<file path="src/rtl/sync_fifo_flags.sv">
// Single-clock FIFO with a fill count, almost-full/almost-empty thresholds,
// overflow/underflow pulses and a registered or first-word-fall-through read port.
module sync_fifo_flags #(
  parameter int FIFO_WIDTH    = 8,
  parameter int FIFO_DEPTH    = 16,
  parameter int POINTER_WIDTH = $clog2(FIFO_DEPTH),
  parameter int AFULL_THRESH  = FIFO_DEPTH - 2,
  parameter int AEMPTY_THRESH = 2,
  parameter int FWFT          = 0
) (
  input  logic                     CLK,
  input  logic                     rst,
  input  logic [FIFO_WIDTH-1:0]    D_IN,
  input  logic                     Wr_Req,
  input  logic                     Rd_Req,
  output logic [FIFO_WIDTH-1:0]    D_OUT,
  output logic                     TX_D_Valid,
  output logic                     Wr_Ack,
  output logic                     Full,
  output logic                     Empty,
  output logic                     Almost_Full,
  output logic                     Almost_Empty,
  output logic [POINTER_WIDTH:0]   Count,
  output logic                     Overflow,
  output logic                     Underflow
);

  localparam int CW = POINTER_WIDTH + 1;
  localparam logic [CW-1:0] DEPTH_C  = CW'(FIFO_DEPTH);
  localparam logic [CW-1:0] AFULL_C  = CW'(AFULL_THRESH);
  localparam logic [CW-1:0] AEMPTY_C = CW'(AEMPTY_THRESH);

  logic [FIFO_WIDTH-1:0] mem [FIFO_DEPTH];

  logic [CW-1:0] wr_ptr_q, wr_ptr_d;
  logic [CW-1:0] rd_ptr_q, rd_ptr_d;
  logic [CW-1:0] count_q, count_d;
  logic          wr_ack_q, wr_ack_d;
  logic          overflow_q, overflow_d;
  logic          underflow_q, underflow_d;

  logic                     full, empty;
  logic                     wr_en, rd_en;
  logic [POINTER_WIDTH-1:0] wr_addr, rd_addr;

  // Flags decode straight from the registered count, so they carry no extra latency.
  assign full    = (count_q == DEPTH_C);
  assign empty   = (count_q == '0);
  assign wr_en   = Wr_Req && !full;
  assign rd_en   = Rd_Req && !empty;
  assign wr_addr = wr_ptr_q[POINTER_WIDTH-1:0];
  assign rd_addr = rd_ptr_q[POINTER_WIDTH-1:0];

  always_comb begin
    wr_ptr_d    = wr_ptr_q;
    rd_ptr_d    = rd_ptr_q;
    count_d     = count_q;
    wr_ack_d    = wr_en;
    overflow_d  = Wr_Req && full;
    underflow_d = Rd_Req && empty;
    if (wr_en) wr_ptr_d = wr_ptr_q + CW'(1);
    if (rd_en) rd_ptr_d = rd_ptr_q + CW'(1);
    case ({wr_en, rd_en})
      2'b10:   count_d = count_q + CW'(1);
      2'b01:   count_d = count_q - CW'(1);
      default: count_d = count_q;
    endcase
  end

  // NOTE: sequential state uses non-blocking assignments so every flop samples
  // the pre-edge values regardless of statement order.
  always_ff @(posedge CLK or posedge rst) begin
    if (rst) begin
      wr_ptr_q    <= '0;
      rd_ptr_q    <= '0;
      count_q     <= '0;
      wr_ack_q    <= 1'b0;
      overflow_q  <= 1'b0;
      underflow_q <= 1'b0;
    end else begin
      wr_ptr_q    <= wr_ptr_d;
      rd_ptr_q    <= rd_ptr_d;
      count_q     <= count_d;
      wr_ack_q    <= wr_ack_d;
      overflow_q  <= overflow_d;
      underflow_q <= underflow_d;
    end
  end

  // NOTE: the storage array has no reset; contents are only meaningful behind
  // the pointers, and leaving it unreset lets it map onto RAM.
  always_ff @(posedge CLK) begin
    if (wr_en) mem[wr_addr] <= D_IN;
  end

  generate
    if (FWFT != 0) begin : g_fwft
      // Head of the queue is always visible; a pop exposes the next entry as rd_ptr moves.
      assign D_OUT      = mem[rd_addr];
      assign TX_D_Valid = !empty;
    end else begin : g_registered
      logic [FIFO_WIDTH-1:0] d_out_q, d_out_d;
      logic                  tx_valid_q, tx_valid_d;

      always_comb begin
        d_out_d    = d_out_q;
        tx_valid_d = rd_en;
        if (rd_en) d_out_d = mem[rd_addr];
      end

      always_ff @(posedge CLK or posedge rst) begin
        if (rst) begin
          d_out_q    <= '0;
          tx_valid_q <= 1'b0;
        end else begin
          d_out_q    <= d_out_d;
          tx_valid_q <= tx_valid_d;
        end
      end

      assign D_OUT      = d_out_q;
      assign TX_D_Valid = tx_valid_q;
    end
  endgenerate

  assign Wr_Ack       = wr_ack_q;
  assign Full         = full;
  assign Empty        = empty;
  assign Almost_Full  = (count_q >= AFULL_C);
  assign Almost_Empty = (count_q <= AEMPTY_C);
  assign Count        = count_q;
  assign Overflow     = overflow_q;
  assign Underflow    = underflow_q;

endmodule
</file>
<file path="config.mk">
export PLATFORM = sky130hd
export DESIGN_NAME = sync_fifo_flags
export DESIGN_NICKNAME = d
export VERILOG_FILES = /design/src/rtl/sync_fifo_flags.sv
export SDC_FILE = /design/constraint.sdc
export NUM_CORES = 1
export LEC_CHECK = 0
export CORE_ASPECT_RATIO = 2
export CORE_MARGIN = 4
export CORE_UTILIZATION = 25
export CTS_BUF_LIST = sky130_fd_sc_hd__clkbuf_4
export CTS_CLUSTER_SIZE = 30
export DETAILED_ROUTE_END_ITERATION = 16
export GPL_ROUTABILITY_DRIVEN = 1
export PLACE_DENSITY = 0.47
export SETUP_SLACK_MARGIN = 0.05
export SLEW_MARGIN = 20
export SYNTH_ARGS = -nofsm -noshare
export SYNTH_HDL_FRONTEND = slang
export SYNTH_SLANG_ARGS = --single-unit
</file>
<file path="constraint.sdc">
create_clock -name CLK -period 4 [get_ports CLK]
set_input_delay 0.8 -clock CLK [delete_from_list [all_inputs] [get_ports CLK]]
set_output_delay 0.8 -clock CLK [all_outputs]
set_load 0.02 [all_outputs]
</file>
==> summary.md, run 1 <==
| Metric | Value |
|---|---|
| EDFF count, synth | 128 |
| Post-Syn Instances | 323 |
| Critical Path End | Count[4] |
| Final setup margin | 807 ps |
| Maximum vdd ir drop | 228 uV |
| Number of nets in the layout | 396 |
| Routed vias/inst | 4.23 |
| DR WL/cell | 19.2 um |
| Post-synthesis cell type count | 42 |
| Status | finished, final reports clean |
| Power per Cell Area | 651 nW/um^2 |
| Fin crit period | 3190 ps |
| Sw Ratio | 33.7% |
| Final Hold Violating Endpoints | 0 |
| Worst path cell trace | or3_4, o31ai_4, inv_2, ha_1, xor2_1, ha_1, and3b_1, o21ai_0, a31oi_1, xor2_1 |
| Die Span Y | 230 um |
| Worst-Skew Late Latency | 570 ps |
| Port Buffer Count | 32 |
| Async set-or-reset flop fraction in the synthesized netlist | 16.3% |
| Via Count | 3,054 |
| CTS resizes | 0 |
| IO Count | 33 |
| CTS root buffer | clkbuf_4 |
| Setup TNS | 0 ps |
| Yosys warning total | 0 |
| Worst r2r src | Count[2] |
| Worst Setup SP | Count[2] |
| GRT overflow | 0 |
| First-pass GRT wire length | 20,900 um |
| Crit path buffers/inverters | 1 |
| Worst min-delay path class | register to register |
| Yosys top cell area share | 62.3% |
| Net switching power | 1.58 mW |
| Mapped Nets | 343 |
| Mapped cell area | 6170 sq um |
| Slew at the pin closest to its max-slew limit | 916 ps |
| Seq pwr share | 48.4% |
| Startpoint types | register |
| Main synth FF type | edfxtp_1 |
| Final setup skew | 33.4 ps |
| Layout cell share with drive strength beyond 1 | 23.1% |
| Total of max-cap violations | 0 |
| Dpl hpwl | 9850 um |
| Vias in the first global route | 3,324 |
| Crit Reg-Reg Endpoint | Count[4] |
| DRT iter0 DRCs | 167 |
| Die area | 27,400 sq um |
| Critical Path Fanout Max | 11 |
| Slowest stage delay, CP | 530 ps |
| Clock buffer count from CTS | 17 |
| DRC viols | 0 |
| Pleak | 2.40 nW |
| Post-DRT Antenna Nets | 0 |
| Max Slew Vio Count | 0 |
| GP Congestion | 0.762 |
| CTS max path bufs | 2 |
| Reg2Reg Depth | 10 |
| Hold_buf cts | 0 |
| Commonest cells after routing, fill and taps aside | 128 x edfxtp_1, 32 x clkdlybuf4s50_1, 29 x mux4_2 |
| Largest area contributor in the netlist | edfxtp_1 |
| Stages on worst setup path | 10 |
| Most common cell after layout, fill and taps aside | edfxtp_1 |
| First-pass DRT Iterations | 4 |
| CTS tree | done |
| RSZ-0062 raised after global routing | no |
| Row count | 81 |
| Synthesis-to-layout area growth | 17.0% |
| Worst setup EP type | register |
| Antenna violations before repair | 1 |
| H-tree levels | 4 |
| Hold Worst Slack | 501 ps |
| Die X | 119 um |
| Setup violations, final | 0 |
| Placed Area | 6940 sq um |
| Clock sink count | 153 |
| Top cell family by delay on the critical path | compound AO/OA/AOI/OAI gates |
| Synth Register Bits | 153 |
| Post-route cell area | 7220 sq um |
| DP Worst Slack | 649 ps |
| Total global-route track usage | 10.7% |
| Min-Delay Startpoint | D_OUT[6] |
| Initial Util | 25.3% |
| Critical path's slowest cell | dfrtp_1 |
| Seq/Total Area, Yosys | 72.4% |
| Pint | 3.11 mW |
| Syn avg cell area | 19.1 sq um |
| Clock slew at reported path FFs | 130 ps |
| Total core area | 24,400 sq um |
| Largest net degree at the start of global routing | 26 |
| Post-Route WL | 13,900 um |
| Critical path type | register to register |
| Post-CTS Setup Repair Bufs | 0 |
| Critical Path RT | 4460 ps |
| Comb power frac | 31.9% |
| Clock share of power | 19.7% |
| Max Clock Freq | 313 MHz |
| Tcrit/Tclk final | 79.8% |
| Max-slew headroom | 38.9% |
| Arr. time, crit path | 3650 ps |
| Final Power | 4.70 mW |
| Top post-synthesis cells by area | edfxtp_1 62%, mux4_2 11%, dfrtp_1 10%, mux2i_1 2.4%, ha_1 1.6% |
| Reg2Reg Setup Slack | 810 ps |
-- Yosys cell counts (all sizes together) (2+ instances only) --
master,count
dfrtp,25
nor2b,3
nor3,5
xnor2,7
nor2,16
nand2b,3
mux2i,15
a31oi,2
ha,8
nand4,2
buf,15
and2,2
xor2,5
inv,6
clkbuf,3
edfxtp,128
o21ai,3
o31ai,2
a21oi,3
o221ai,7
mux4,32
nand2,18
-- cell families (layout without fill, tap and decap cells) --
family | after synthesis | after routing | synth area share, %
DFF | 153 | 153 | 72.4
and+or+nand+nor | 55 | 55 | 4.28
muxes | 48 | 48 | 14.5
buffers and inverters | 24 | 90 | 2.25
AOI/OAI and AO/OA | 23 | 23 | 3.22
xor gates and xnor gates | 12 | 12 | 1.70
adders and majority gates | 8 | 8 | 1.62
other | 0 | 1 | 0
-- flip-flops by register name (all words and copies together), names as in the netlist --
name,cells
Count,5
D_OUT,8
Overflow,1
TX_D_Valid,1
Underflow,1
Wr_Ack,1
mem,128
rd_ptr_q,4
wr_ptr_q,4
-- power by group through the flow --
stage | Sequential, mW | Clock (mW) | Combinational, mW
after floorplan | 2.18 | 0 | 1.10
after global placement | 2.32 | 0 | 1.53
after detailed placement | 2.33 | 0 | 1.54
after CTS | 2.29 | 0.964 | 1.55
after global routing | 2.33 | 1.02 | 1.62
final | 2.28 | 0.926 | 1.50
-- worst min-delay path: cells and delay by family, from the launching register on --
family,cells,cell delay (ps)
flip-flops,1,360
AO/OA/AOI/OAI,1,60
AND/OR/NAND/NOR,1,50
-- routing by layer --
metal / wire length [um] / global-route usage [%] / share of wire [%]
met1: 4820 / 10.2 / 35
met2: 8280 / 21.2 / 60
met4: 414 / 5.44 / 3.0
met3: 386 / 2.09 / 2.8
met5: 0 / 0 / 0
-- stage by stage --
stage / cells / util (%)
finish: 722 / 29.6
global route: 722 / 29.6
CTS: 721 / 29.5
detailed placement: 689 / 28.4
global placement: 689 / 28.4
floorplan: 323 / -
-- how the worst min path moves through the flow --
stage               depth (start not counted)     endpoint
detailed placement                          2     D_OUT[6]
finish                                      2     D_OUT[6]
global placement                            2     D_OUT[1]
floorplan                                   2  rd_ptr_q[3]
global route                                2     D_OUT[1]
CTS                                         2     D_OUT[6]
-- final cells by class --
class / count / area (sq um)
antenna: 1 / 2.50
timing repair buffer: 52 / 470
fill: 2389 / 17200
multi-input combinational: 146 / 1560
sequential: 153 / 4470
inverter: 6 / 22.5
tap: 332 / 415
clock buffer: 20 / 150
clock inverter: 12 / 125
Power figures use the tool's default switching activity.
==> run 2: changes to the inputs <==
clock period = 3.2 ns   (was 4 ns; I/O delays follow)
==> run 2 against run 1 <==
Against the previous run:
- wire length rose by 0.32%
- total power rose by 25%
- core utilization up 0.15 points
- clock power increased by 19%
- first-iteration DRC count is 13% lower
- sequential share of layout area shrank 0.33 points
- combinational power rose by 37%
- clock skew shrank 11 ps
- critical endpoint is now Empty
==> summary.md, run 2 (same netlist as run 1, synthesis figures left out) <==
| Metric | Value |
|---|---|
| Post-route cell area | 7250 sq um |
| Number of nets in the layout | 402 |
| Total of max-cap violations | 0 |
| Fillcell total | 2,427 |
| Max Clock Freq | 339 MHz |
| GRT overflow | 0 |
| Worst-Skew Late Latency | 560 ps |
| Seq pwr share | 46.0% |
| Post-CTS Setup Repair Bufs | 0 |
| Startpoint types | register |
| Status | finished, final reports clean |
| Clock slew at reported path FFs | 140 ps |
| DR WL/cell | 19.1 um |
| Arr. time, crit path | 2310 ps |
| Clock buffer count from CTS | 17 |
| Vias in the first global route | 3,332 |
| Clock sink count | 153 |
| Comb power frac | 35.2% |
| Antenna violations before repair | 1 |
| Largest net degree at the start of global routing | 35 |
| Slowest stage delay, CP | 650 ps |
| Total global-route track usage | 10.6% |
| Register area | 4470 sq um |
| CTS resizes | 0 |
| Final Power | 5.86 mW |
| DRC viols | 0 |
| Worst setup EP type | output pin |
| Most common cell after layout, fill and taps aside | edfxtp_1 |
| Initial Util | 25.3% |
| Row count | 81 |
| CTS tree | done |
| Critical Path Fanout Max | 6 |
| Max-slew headroom | 58.6% |
| Worst path cell trace | or3_4, nor3_1, clkdlybuf4s50_1 |
| Via Count | 3,133 |
| Die X | 119 um |
| Post-Route WL | 13,900 um |
| Worst min-delay path class | input pin to asynchronous set/reset pin |
| Setup violations, final | 0 |
| GP Congestion | 0.699 |
| Final Hold Violating Endpoints | 0 |
| Critical path's slowest cell | clkdlybuf4s50_1 |
| Pint | 3.87 mW |
| Net switching power | 1.99 mW |
| DRT iter0 DRCs | 146 |
| CTS root buffer | clkbuf_4 |
| Post-DRT Antenna Nets | 0 |
| Port Buffer Count | 32 |
| Total core area | 24,400 sq um |
| Routed vias/inst | 4.30 |
| Final setup skew | 22.4 ps |
| Multi-input combinational cell area | 1560 sq um |
| Setup TNS | 0 ps |
| Layout cell share with drive strength beyond 1 | 24.3% |
| Die Span Y | 230 um |
| H-tree levels | 4 |
| Tcrit/Tclk final | 92.1% |
| Max FFs per register | 128 |
| IO Count | 33 |
| RSZ-0062 raised after global routing | no |
| Power per Cell Area | 807 nW/um^2 |
| Reg2Reg Setup Slack | 370 ps |
| Max Slew Vio Count | 0 |
| Hold Worst Slack | 434 ps |
| First-pass GRT wire length | 21,000 um |
| Sw Ratio | 34.0% |
| Critical Path RT | 2560 ps |
| Dpl hpwl | 9770 um |
| First-pass DRT Iterations | 4 |
| Clock share of power | 18.8% |
| Synthesis-to-layout area growth | 17.6% |
| Slew at the pin closest to its max-slew limit | 619 ps |
| Worst r2r src | Count[4] |
| CTS max path bufs | 2 |
| Hold_buf cts | 0 |
| Crit Reg-Reg Endpoint | Count[4] |
| Fin crit period | 2950 ps |
| Pleak | 2.45 nW |
| Die area | 27,400 sq um |
| Core Util, Final | 29.7% |
| Critical path type | register to output pin |
| Reg2Reg Depth | 10 |
| Placed Area | 7000 sq um |
| Top reg by flops | mem |
| Maximum vdd ir drop | 262 uV |
| Commonest cells after routing, fill and taps aside | 128 x edfxtp_1, 32 x clkdlybuf4s50_1, 29 x mux4_2 |
[run 2: final cells by class]
type	instances	share of cell area, %
Multi-Input combinational cell	146	21.5
Sequential cell	153	61.6
Clock inverter	11	1.35
Clock buffer	21	2.17
Tap cell	332	5.73
Antenna cell	1	0.0345
Inverter	6	0.310
Timing Repair Buffer	58	7.28
[run 2: per-layer routing]
| layer | GRT usage, % | part of all wire (%) | wire length, um | vias up |
|---|---|---|---|---|
| met3 | 2.61 | 3.0 | 422 | 18 |
| met2 | 21.0 | 60 | 8380 | 62 |
| met1 | 10.0 | 34 | 4810 | 1655 |
| li1 | - | - | - | 1398 |
| met5 | 0 | 0 | 0 | - |
| met4 | 4.64 | 2.3 | 326 | 0 |
[run 2: how the worst max path moves through the flow]
stage / cells past startpoint / slack [ps] / to / startpoint
4_1_cts: 3 / 180 / Empty / Count[4]
5_1_grt: 3 / 90 / Empty / Count[3]
6_report: 3 / 250 / Empty / Count[4]
2_1_floorplan: 12 / 530 / Count[4] / Count[2]
3_5_place_dp: 10 / 340 / Count[4] / Count[4]
3_3_place_gp: 10 / 450 / Count[4] / Count[4]
[run 2: power groups by stage]
stage	combinational (mW)	clock (mW)	sequential, mW
after CTS	2.13	1.15	2.71
after global placement	2.10	0	2.74
final	2.06	1.10	2.69
after floorplan	1.38	0	2.72
after detailed placement	2.12	0	2.75
after global routing	2.23	1.24	2.73
[run 2: critical path: cells and delay by family, from the launching register on]
family / cells / cell delay, ps
buf+inv: 1 / 650
simple gates: 2 / 640
flops: 1 / 470
[run 2: metrics by stage]
step	setup slack [ps]	cells
after floorplan	526	323
after global routing	91.4	728
after CTS	180	727
after detailed placement	340	695
after global placement	455	695
final	252	728
==> run 3: changes to the inputs <==
CTS_CLUSTER_DIAMETER = 150   (was default)
SLEW_MARGIN = default   (was 20)
==> results of run 3 <==
No change in the layout: final DEF, timing and power equal those of run 2.
